==> config.mk <==
export PLATFORM = sky130hd
export DESIGN_NAME = rr_arb8_ctrl
export DESIGN_NICKNAME = d
export VERILOG_FILES = /design/src/rtl/rr_arb8_ctrl.sv
export SDC_FILE = /design/constraint.sdc
export NUM_CORES = 1
export LEC_CHECK = 0
export CORE_AREA = 2 2 65 67
export CTS_CLUSTER_SIZE = 40
export DETAILED_ROUTE_END_ITERATION = 16
export DIE_AREA = 0 0 67 69
export HOLD_SLACK_MARGIN = 0.1
export PLACE_DENSITY = 0.7
export SLEW_MARGIN = 20
export SYNTH_ARGS = -nofsm -noshare
export SYNTH_HDL_FRONTEND = slang
export SYNTH_SLANG_ARGS = --single-unit
==> constraint.sdc <==
create_clock -name clk -period 6.52 [get_ports clk]
set_input_delay 1.304 -clock clk [delete_from_list [all_inputs] [get_ports clk]]
set_output_delay 1.304 -clock clk [all_outputs]
set_load 0.01 [all_outputs]
==> src/rtl/rr_arb8_ctrl.sv <==
// rr_arb8_ctrl: round-robin arbiter and sequencer that shares one 8:1 mux
// among eight requesters. It drives the mux selects s2/s1/s0 from a flop,
// issues one-hot grants and limits how long one requester may hold the mux.
//
// Handshake: req[i] is a level request. Once gnt[i] is seen high, the mux
// output belongs to requester i. It keeps ownership while req[i] stays high,
// for at most HOLD_MAX consecutive cycles. A grant is never preempted by
// another requester. A request that drops before it is granted leaves no
// trace.
module rr_arb8_ctrl #(
  parameter int HOLD_MAX = 4,
  parameter int CNT_W    = 3
) (
  input  logic       clk,
  input  logic       reset,
  input  logic [7:0] req,
  output logic [7:0] gnt,
  output logic       s2,
  output logic       s1,
  output logic       s0,
  output logic       valid,
  output logic [2:0] owner,
  output logic       dbg_state
);

  typedef enum logic {
    IDLE  = 1'b0,
    GRANT = 1'b1
  } state_t;

  state_t           state;
  logic [2:0]       last_ptr;
  logic [CNT_W-1:0] hold_cnt;

  logic             win_found;
  logic [2:0]       win_idx;
  logic             keep;

  // The round-robin search starts just after last_ptr and wraps.
  // last_ptr itself is tried last, which lets a lone owner be re-granted.
  always_comb begin
    logic [2:0] idx;
    win_found = 1'b0;
    win_idx   = last_ptr;
    idx       = last_ptr;
    for (int k = 8; k >= 1; k--) begin
      idx = last_ptr + 3'(k);
      if (req[idx]) begin
        win_found = 1'b1;
        win_idx   = idx;
      end
    end
  end

  // The owner keeps the mux while it requests and its hold budget remains.
  always_comb begin
    keep = req[owner] && (hold_cnt < CNT_W'(HOLD_MAX - 1));
  end

  // This block holds the arbiter FSM and all of the registered outputs.
  always_ff @(posedge clk) begin
    if (reset) begin
      state    <= IDLE;
      gnt      <= 8'd0;
      owner    <= 3'd0;
      valid    <= 1'b0;
      last_ptr <= 3'd7;
      hold_cnt <= '0;
    end else begin
      case (state)
        IDLE: begin
          if (win_found) begin
            state    <= GRANT;
            gnt      <= 8'd1 << win_idx;
            owner    <= win_idx;
            valid    <= 1'b1;
            last_ptr <= win_idx;
            hold_cnt <= '0;
          end
        end
        GRANT: begin
          if (keep) begin
            hold_cnt <= hold_cnt + 1'b1;
          end else if (win_found) begin
            // Rotate back-to-back. In GRANT, last_ptr always equals owner.
            gnt      <= 8'd1 << win_idx;
            owner    <= win_idx;
            valid    <= 1'b1;
            last_ptr <= win_idx;
            hold_cnt <= '0;
          end else begin
            // Nobody is requesting. Go idle and keep the selects where they were.
            state    <= IDLE;
            gnt      <= 8'd0;
            valid    <= 1'b0;
            hold_cnt <= '0;
          end
        end
        default: begin
          state <= IDLE;
          gnt   <= 8'd0;
          valid <= 1'b0;
        end
      endcase
    end
  end

  assign s2        = owner[2];
  assign s1        = owner[1];
  assign s0        = owner[0];
  assign dbg_state = (state == GRANT);

endmodule
==> metrics.csv <==
metric;value;unit
synthesis.area;1720;um^2
core;3910;um^2
dieArea;4620;um^2
root_buffer;clkbuf_8;
cts.sinks;19;
antenna_left;0;
via_count;1510;
cts_buffers;3;
h-tree-depth;1;
p_leak;0.767;nW
tns;0;ps
syn_area_per_cell;9.79;um^2
rows;23;
status;finished, final reports clean;
remaining_drc_errors;0;
worst_slew_pin_slew;820;ps
syn2layout_area_growth;16.0;%
finClkSkew;2.23;ps
start_util;44.0;%
setup_violations;0;
synth_warnings;0;
dp_hpwl;3.11;mm
synth.distinct_cells;50;
grt_max_degree;25;
grt_use_total;19.1;%
power.density;542;nW/um^2
r2r_cells;8;
final_util;51.1;%
cp_data_required_time;6670;ps
ir_drop;0.277;mV
drt-initial-drc-count;66;
hold_ws;465;ps
grt_pass1_wl;6.90;mm
max_freq;257;MHz
post_drt_wl_per_cell;17.1;um
max-slew-margin-rel;45.3;%
syn-num-nets;189;
cts.path.max_buffers;2;
clk_latency;260;ps
grt_pass1_vias;1429;
yosysSeqAreaShare;22.1;%
r2r_slack;2630;ps
routed_wl;4.16;mm
rsz0062_at_grt;no;
cts_repair_resize_count;0;
min_to;gnt[3];
cts_tree;built;
antenna_cells;0;
syn_inst;176;
die_y;69;um
hold_class;flop to flop;
drv_slew;0;
hold_viol;0;
die_width;67;um
rr_startpoint;last_ptr[1];
maxCapViolCount;0;
worstPathMaxFanout;18;
fin_crit_sh;59.7;%
reg2reg_to;gnt[2];
yosys.area.top_type;dfxtp_1;
drt_pass1_iterations;4;
synth_edf_count;0;
pin_count;26;
routed_via_density;6.21;
nNetsFinal;207;
min_from;gnt[3];
synth_common_cells;dfxtp_1 (19), a21oi_1 (17), mux2i_1 (14);
synth_ff_type;dfxtp_1;
grt-ovfl-total;0;
ys_async_sr_fraction;0;%
io_buffers;25;
start_kind;flop;
ys_seq_elements;19;
min_period;3890;ps
synth_most_common_cell;dfxtp_1;
cts-hold-fix-buffers;0;
drive_above_1_share;17.6;%
netlist.area_leader.share;22.1;%
antenna_found_initial;0;
cts.clk_slew.worst_paths;70;ps
finalPower;1.08;mW
cts_setup_buffers;0;
crit_path_end_kind;flop;
synth_area_leaders;dfxtp_1 (22%), mux4_2 (12%), mux2i_1 (8.1%), mux2_2 (5.9%), a21oi_1 (4.9%);
hold_path_depth;1;
worstSetupPathType;flop to flop;
arrival;4050;ps
gp_congestion;0.967;
state kept, by name (all words and copies together), names as in the netlist:
register   flops
dbg_state      1
gnt            8
hold_cnt       3
last_ptr       3
owner          3
valid          1
routing by layer:
| layer | track usage, % | vias up | share of wire (%) |
|---|---|---|---|
| met5 | 0 | - | 0 |
| met4 | 6.58 | 0 | 1.8 |
| met3 | 4.08 | 8 | 5.1 |
| met2 | 30.9 | 48 | 50 |
| met1 | 24.9 | 736 | 43 |
| li1 | - | 718 | - |
where the power goes:
part	switching (mW)	internal (mW)
clock	0.0378	0.0435
combinational	0.432	0.368
sequential	0.0493	0.152
final cells by class:
class / instances / area [um^2]
Tap cell: 50 / 62.6
Sequential cell: 19 / 380
Inverter: 8 / 30.0
Fill cell: 374 / 1920
Multi-Input combinational cell: 136 / 1220
Clock buffer: 4 / 45.0
Timing Repair Buffer: 26 / 258
worst max path at each step:
stage,slack (ps),cells past startpoint,from,endpoint
final,2630,8,last_ptr[1],gnt[2]
after global routing,2410,9,last_ptr[1],gnt[3]
after CTS,2650,7,req[4],gnt[2]
after detailed placement,2350,7,req[4],gnt[2]
after global placement,2470,7,req[4],gnt[3]
after floorplan,3250,6,req[4],gnt[2]
placed cells by master, fill, tap and decap left out, types with 3 or more instances in the layout:
cell / synthesis / final
clkdlybuf4s50_1: 0 / 25
dfxtp_1: 19 / 19
a21oi_1: 17 / 17
mux2i_1: 14 / 14
nand2_1: 10 / 10
mux4_2: 9 / 9
mux2_2: 9 / 9
nor2_1: 9 / 9
inv_1: 8 / 8
o21ai_0: 5 / 5
a32o_1: 5 / 5
a22oi_1: 4 / 4
nand3_1: 4 / 4
a22o_1: 4 / 4
mux4_1: 3 / 3
and3_1: 3 / 3
nor2b_1: 3 / 3
ha_1: 3 / 3
clkbuf_8: 0 / 3
metrics by stage:
stage          cells  setup slack, ps  cell area [um^2]
2_1_floorplan    176             3250              1720
3_3_place_gp     239             2470              1950
3_5_place_dp     239             2350              1950
4_1_cts          243             2650              2000
5_1_grt          243             2410              2000
6_report         243             2630              2000
kinds of logic (layout without fill, tap and decap cells):
| logic type | count (synthesis) | after routing | synth area share, % |
|---|---|---|---|
| XOR/XNOR | 3 | 3 | 1.53 |
| multiplexers | 35 | 35 | 30.4 |
| adder cells (fa/ha/maj) | 3 | 3 | 2.18 |
| AO/OA/AOI/OAI | 50 | 50 | 21.3 |
| flip-flops | 19 | 19 | 22.1 |
| AND/OR/NAND/NOR | 45 | 45 | 15.6 |
| buffers and inverters | 21 | 38 | 6.97 |
critical path, cell delays in order (launching register included):
cell	delay, ps
dfxtp_1	850
inv_1	210
ha_1	700
mux4_1	470
or4_4	580
nor4_4	260
or2_2	290
nor3_1	130
a32o_1	290
(Power assumes the default switching activity.)
